File: config.mk
export PLATFORM = sky130hd
export DESIGN_NAME = src_div
export DESIGN_NICKNAME = d
export VERILOG_FILES = /design/src/rtl/src_div.sv
export SDC_FILE = /design/constraint.sdc
export NUM_CORES = 1
export LEC_CHECK = 0
export CAP_MARGIN = 30
export CORE_MARGIN = 8
export CORE_UTILIZATION = 49
export CTS_BUF_LIST = sky130_fd_sc_hd__clkbuf_8
export CTS_CLUSTER_SIZE = 24
export DETAILED_ROUTE_END_ITERATION = 8
export GPL_TIMING_DRIVEN = 1
export PLACE_DENSITY = 0.86
export SLEW_MARGIN = 20
export SYNTH_ARGS = -nofsm -noshare
export SYNTH_HDL_FRONTEND = slang
export SYNTH_SLANG_ARGS = --single-unit
File: constraint.sdc
create_clock -name clk -period 1.8 [get_ports clk]
set_input_delay 0.27 -clock clk [delete_from_list [all_inputs] [get_ports clk]]
set_output_delay 0.27 -clock clk [all_outputs]
set_load 0.01 [all_outputs]
File: src/rtl/src_div.sv
// ----------------------------------------------------------------------------
// src_div: sequential unsigned restoring divider, the inverse of the 6x6
// multiplier src. Divides a 12-bit dividend by a 6-bit divisor and produces
// one quotient bit per clock under a START/DONE handshake.
//
// Ports
//   clk    in   1   clock, all state updates on the rising edge
//   rst    in   1   synchronous active-high reset
//   START  in   1   request, sampled only while idle
//   T      in  12   dividend, captured on an accepted START
//   G      in   6   divisor, captured on an accepted START
//   BUSY   out  1   high while a division is running or finishing
//   DONE   out  1   one-cycle pulse, Q/R/DZ valid
//   Q      out 12   quotient (12'hFFF on divide by zero)
//   R      out  6   remainder (< G when DZ=0)
//   DZ     out  1   divide-by-zero flag for the current result
// ----------------------------------------------------------------------------
module src_div (
  input  logic        clk,
  input  logic        rst,
  input  logic        START,
  input  logic [11:0] T,
  input  logic [5:0]  G,
  output logic        BUSY,
  output logic        DONE,
  output logic [11:0] Q,
  output logic [5:0]  R,
  output logic        DZ
);

  localparam logic [1:0] S_IDLE = 2'd0;
  localparam logic [1:0] S_RUN  = 2'd1;
  localparam logic [1:0] S_FIN  = 2'd2;

  localparam logic [3:0] LAST_ITER = 4'd11;

  logic [1:0]  r_state;
  logic [3:0]  r_cnt;
  logic [6:0]  r_p;     // partial remainder
  logic [11:0] r_dvd;   // dividend shifting out, quotient shifting in
  logic [5:0]  r_dvs;
  logic [11:0] r_q;
  logic [5:0]  r_r;
  logic        r_dz;

  logic [6:0]  w_p_shift;
  logic        w_ge;
  logic [6:0]  w_p_next;
  logic        w_unused_p;

  // P stays below the divisor (< 64) between steps, so its top bit is always
  // zero going into the shift and is dropped here.
  assign w_p_shift  = {r_p[5:0], r_dvd[11]};
  assign w_ge       = (w_p_shift >= {1'b0, r_dvs});
  assign w_p_next   = w_ge ? (w_p_shift - {1'b0, r_dvs}) : w_p_shift;
  assign w_unused_p = r_p[6];

  always_ff @(posedge clk) begin
    if (rst) begin
      r_state <= S_IDLE;
      r_cnt   <= 4'd0;
      r_p     <= 7'd0;
      r_dvd   <= 12'd0;
      r_dvs   <= 6'd0;
      r_q     <= 12'd0;
      r_r     <= 6'd0;
      r_dz    <= 1'b0;
    end else begin
      case (r_state)
        S_IDLE: begin
          if (START) begin
            if (G == 6'd0) begin
              // Divide by zero resolves immediately without iterating.
              r_q     <= 12'hFFF;
              r_r     <= 6'd0;
              r_dz    <= 1'b1;
              r_state <= S_FIN;
            end else begin
              r_dvd   <= T;
              r_dvs   <= G;
              r_p     <= 7'd0;
              r_cnt   <= 4'd0;
              r_dz    <= 1'b0;
              r_state <= S_RUN;
            end
          end
        end
        S_RUN: begin
          r_p   <= w_p_next;
          r_dvd <= {r_dvd[10:0], w_ge};
          r_cnt <= r_cnt + 4'd1;
          if (r_cnt == LAST_ITER) begin
            r_q     <= {r_dvd[10:0], w_ge};
            r_r     <= w_p_next[5:0];
            r_state <= S_FIN;
          end
        end
        S_FIN: begin
          r_state <= S_IDLE;
        end
        default: begin
          r_state <= S_IDLE;
        end
      endcase
    end
  end

  // Decoded straight from state registers; no input reaches an output.
  assign BUSY = (r_state == S_RUN) || (r_state == S_FIN);
  assign DONE = (r_state == S_FIN);
  assign Q    = r_q;
  assign R    = r_r;
  assign DZ   = r_dz;

endmodule

Word-level counts from Yosys, hierarchy flattened
Cells that the tools add are included.
Widths: inputs -> output; s select.
{"block": "totals", "out_inout_bits": 21, "inputBits": 21, "word_cells": 51, "reg_bits": 49}
{"block": "op_classes", "add_sub_neg": 2, "n_lt_le_gt_ge": 1, "reduce_logical": 9, "eq_ne": 7, "mux": 23, "bitwise_logic": 1}
{"op": "$mux 12", "n": 5}
{"op": "$pmux 12 s2", "n": 2}
{"op": "$mux 6", "n": 6}
{"op": "$pmux 6 s2", "n": 2}
{"op": "$mux 4", "n": 2}
{"op": "$ne 2x2->1 const B", "n": 4}
{"op": "$pmux 4 s2", "n": 1}
{"op": "$ge 7x6->1", "n": 1}
{"op": "$logic_not 6->1", "n": 1}
{"op": "$mux 2", "n": 3}
{"op": "$reduce_and 3->1", "n": 2}
{"op": "$sub 6x6->6", "n": 1}
{"op": "$add 4x1->4 const B", "n": 1}
{"op": "$eq 4x4->1 const B", "n": 1}
{"op": "$pmux 2 s2", "n": 1}
{"op": "$reduce_and 2->1", "n": 2}
{"op": "$reduce_and 4->1", "n": 1}
{"op": "$eq 2x1->1 const B", "n": 1}
{"op": "$eq 2x2->1 const B", "n": 1}
{"op": "$logic_not 2->1", "n": 1}
{"op": "$reduce_bool 2->1", "n": 1}
{"op": "$logic_or 1x1->1", "n": 1}
{"op": "$mux 1", "n": 1}
{"op": "$not 1->1", "n": 1}

Logic depth before layout (Yosys ltp)
{"block": "logic_depth", "depth_word": 4, "ltp_mapped": 10, "ltp_nobuf": 9}

Worst setup path after synthesis
Ideal clock, no wire load.
{"block": "synth_timing", "path_kind": "register to register", "from": "reg r_dvs[4]", "to": "reg r_p[0]", "path_slack_ns": -0.112, "setup_time_ns": 0.088, "arrival_time_ns": 1.824, "path_stages_with_launch": 8, "cell_sequence": "dfxtp_1 -> inv_1 -> ha_1 -> a21o_1 -> a211o_1 -> a21o_4 -> mux2_4 -> o32ai_2"}
{"block": "synth_between", "elab_chain_len": 3}
{"item": "start: declaration", "line": "41", "source": "logic [5:0] r_dvs;"}
{"item": "start signal: assignment", "line": "64", "source": "r_dvs <= 6'd0;"}
{"item": "start signal: assignment", "line": "80", "source": "r_dvs <= G;"}
{"item": "$ge 7x6->1", "line": "54", "source": "assign w_ge = (w_p_shift >= {1'b0, r_dvs});"}
{"item": "$mux 6", "line": "55", "source": "assign w_p_next = w_ge ? (w_p_shift - {1'b0, r_dvs}) : w_p_shift;"}
{"item": "$pmux 6 s2", "line": "69", "source": "case (r_state)"}
{"item": "end signal: assignment", "line": "89", "source": "r_p <= w_p_next;"}
{"item": "end: declaration", "line": "39", "source": "logic [6:0] r_p;"}
No other way between the ends.
A chain may end at the register's enable or synchronous reset.

Worst setup path in the final report
{"block": "layout_timing", "from": "reg r_p[3]", "to": "reg r_p[0]"}
{"block": "layout_between", "elab_chain_len": 3}
{"item": "$ge 7x6->1", "line": "54"}
{"item": "$mux 6", "line": "55"}
{"item": "$pmux 6 s2", "line": "69"}
No other way between the ends.

==> flow_metrics.env <==
export IMPL_nets=392
export IMPL_htreeDepth=2
export IMPL_overflow=0
export IMPL_grt_pass1_wl_mm=12.30
export IMPL_cp_max_fo=5
export IMPL_rsz0062_at_grt="yes"
export IMPL_hold_class="in -> reg"
export IMPL_power_density_mw_per_mm2=912.4
export IMPL_hp_start="G[0]"
export IMPL_synth_seq_area_share_pct=40.25
export IMPL_cts_tree="built"
export IMPL_timing_fmax_mhz=469.9
export IMPL_grt_max_degree=36
export IMPL_drt_wl_total_mm=8.636
export IMPL_drt_iter0_drc=278
export IMPL_synth_area_per_cell_um2=8.863
export IMPL_dp_hpwl_mm=4.426
export IMPL_setup_violations=13
export IMPL_drc=0
export IMPL_ys_flop_type="dfxtp_1"
export IMPL_worst_pin_slew_ns=0.3679
export IMPL_cp_required_ns=2.00
export IMPL_die_area_mm2=0.007487
export IMPL_worst_r2r_endpoint="r_p[0]$_SDFFE_PP0P_"
export IMPL_worstHoldPathCells=3
export IMPL_antenna_found_initial=0
export IMPL_syn_nets=307
export IMPL_rows=25
export IMPL_initial_core_util_pct=51.26
export IMPL_track_usage_pct=20.58
export IMPL_layout_min_cycle_time_ns=2.128
export IMPL_core_area_mm2=0.004755
export IMPL_antenna_left=0
export IMPL_hold_end="r_dvs[0]$_SDFFE_PP0P_"
export IMPL_clkTransAtPathRegs_ns=0.10
export IMPL_ys_async_sr_fraction_pct=0
export IMPL_ios=42
export IMPL_vias=2573
export IMPL_maxCapViolCount=0
export IMPL_reg2reg_from="r_p[3]$_SDFFE_PP0P_"
export IMPL_clkLatencyLatePin_ns=0.31
export IMPL_hold_violations=0
export IMPL_avgRoutedWirePerCell_um=20.18
export IMPL_fin_skew_ns=0.007932
export IMPL_p_leak_uw=0.001416
export IMPL_cts_root_buffer="clkbuf_8"
export IMPL_area_delta_synth_final_pct=52.77
export IMPL_drive_gt1_share_pct=33.80
export IMPL_fin_tns_setup_ns=-1.723
export IMPL_cts_sinks=49
export IMPL_antenna_cells=0
export IMPL_arrival_ns=2.33
export IMPL_reg2reg_setup_slack_ns=-0.33
export IMPL_synth_area_mm2=0.002437
export IMPL_vias_per_cell=6.012
export IMPL_status="finished, violations left"
export IMPL_fin_crit_sh_pct=118.2
export IMPL_synth_distinct_cells=46
export IMPL_endpoint_kind="flip-flop"
export IMPL_ir_drop_uv=508.8
export IMPL_holdBufCountCts=0
export IMPL_place_congestion=0.8649
export IMPL_die_h_um=86.53
export IMPL_ff2ff_path_depth=6
export IMPL_synth_edf_count=0
export IMPL_relSlewSlack_pct=75.47
export IMPL_port_buffers=41
export IMPL_cts_buffers=5
export IMPL_netlist_instances=275
export IMPL_cts_buffer_depth=2
export IMPL_ys_ff_latch=49
export IMPL_post_place_ws_ns=-0.2709
export IMPL_start_kind="flip-flop"
export IMPL_drt_pass1_iter_count=8
export IMPL_grt_pass1_vias=2482
export IMPL_violations="setup timing"
export IMPL_die_w_um=86.53
export IMPL_slew_viol_final=0
export IMPL_crit_type="reg -> reg"
export IMPL_yosysWarnings=0
export IMPL_setup_ws_ns=-0.3280
-- cell families after synthesis --
kind of cell	Yosys count	share of synthesized area (%)
xor gates and xnor gates	3	1.078
muxes	16	6.878
adders and majority gates	11	5.955
AOI/OAI and AO/OA	76	23.36
DFF	49	40.25
and+or+nand+nor	76	14.58
buffers and inverters	44	7.906
-- synth_stat cells (3+ instances only) --
cell type   n  area, µm²
o2bb2ai_1   4      35.03
dfxtp_1    49      980.9
nand2_1    12      45.04
nand3_1     5      25.02
nor2b_1     5      31.28
inv_1      27      101.4
a211oi_1   17      127.6
clkbuf_1    7      26.28
mux2i_1    13      130.1
a311oi_1   14      122.6
a22oi_1     3      22.52
a21oi_1    15      75.07
o21ai_0     4      20.02
nor2_1     42      157.7
buf_2       7      35.03
ha_1       10      125.1
-- critical path, stage by stage, from the launching register on --
cell and delay (ns):
dfxtp_4 0.37, ha_4 0.24, a21o_1 0.19, a211o_4 0.37
a21o_4 0.24, mux2_4 0.33, o32ai_2 0.27
-- layout make-up --
cell class                 instances  area (µm²)
clock buffer                       5       68.82
timing repair buffer              95       879.6
sequential                        49       998.5
fill                             278        1031
clock inverter                     3       21.27
multi-input combinational        182        1570
tap                               67       83.83
inverter                          27       101.3
-- where the power goes --
part           switching [µW]  internal (µW)
clock network             389            276
registers                78.1           1180
logic                     749            721
total                    1220           2180
-- sequential cells by signal (all words and copies together) (netlist names) --
register / cells
r_state: 2
r_dvs: 6
R: 6
r_cnt: 4
r_dvd: 12
DZ: 1
r_p: 6
Q: 12
-- per-layer routing --
layer	track usage, %	vias to the layer above	part of all wire, %
met5	0	-	0
met3	3.592	41	7.8
met2	36.32	176	51
met1	23.48	1207	36
li1	-	1149	-
met4	9.390	0	4.4
-- layout by cell type (no fill, tap or decap), types with 3 or more instances in the layout --
| cell | n |
|---|---|
| nor2_1 | 41 |
| buf_12 | 3 |
| clkdlybuf4s50_1 | 35 |
| mux2i_1 | 11 |
| inv_1 | 22 |
| a211oi_1 | 13 |
| dfxtp_1 | 39 |
| a211oi_2 | 4 |
| nand2_1 | 12 |
| a21oi_1 | 11 |
| ha_4 | 7 |
| o21ai_0 | 3 |
| o32ai_2 | 3 |
| dlymetal6s2s_1 | 5 |
| clkbuf_8 | 5 |
| buf_4 | 48 |
| o2bb2ai_1 | 4 |
| nor2b_1 | 3 |
| inv_2 | 5 |
| nand3_1 | 5 |
| a311oi_1 | 12 |
| dfxtp_2 | 8 |
-- through the flow --
stage | cell area [µm²] | util, % | power, µW | hold WS (ns) | instances
2_1_floorplan | 2451 | - | 1894 | 0.4060 | 275
3_3_place_gp | 3204 | 67.39 | 2248 | 0.4475 | 409
3_5_place_dp | 3204 | 67.39 | 2279 | 0.4481 | 409
4_1_cts | 3487 | 73.34 | 3067 | 0.4649 | 423
5_1_grt | 3724 | 78.32 | 3535 | 0.3629 | 428
6_report | 3724 | 78.32 | 3397 | 0.3361 | 428
-- how the worst max path moves through the flow --
stage                           start                  end  slack (ns)  depth (start not counted)
2_1_floorplan  r_dvd[11]$_SDFFE_PP0P_  r_p[4]$_SDFFE_PP0P_       0.003                          9
3_3_place_gp                     G[5]    Q[7]$_SDFFE_PP0P_       -0.19                          8
3_5_place_dp                     G[5]    Q[5]$_SDFFE_PP0P_       -0.27                          8
4_1_cts           r_p[3]$_SDFFE_PP0P_  r_p[0]$_SDFFE_PP0P_       -0.11                          6
5_1_grt           r_p[3]$_SDFFE_PP0P_  r_p[0]$_SDFFE_PP0P_       -0.35                          6
6_report          r_p[3]$_SDFFE_PP0P_  r_p[0]$_SDFFE_PP0P_       -0.33                          6
-- what timing repair did --
item,CTS,global route
setup buffers,5,6
pin swaps,16,16
setup endpoints to repair,21,43
resized for setup,34,46
cloned,1,0
(Power assumes the default switching activity.)
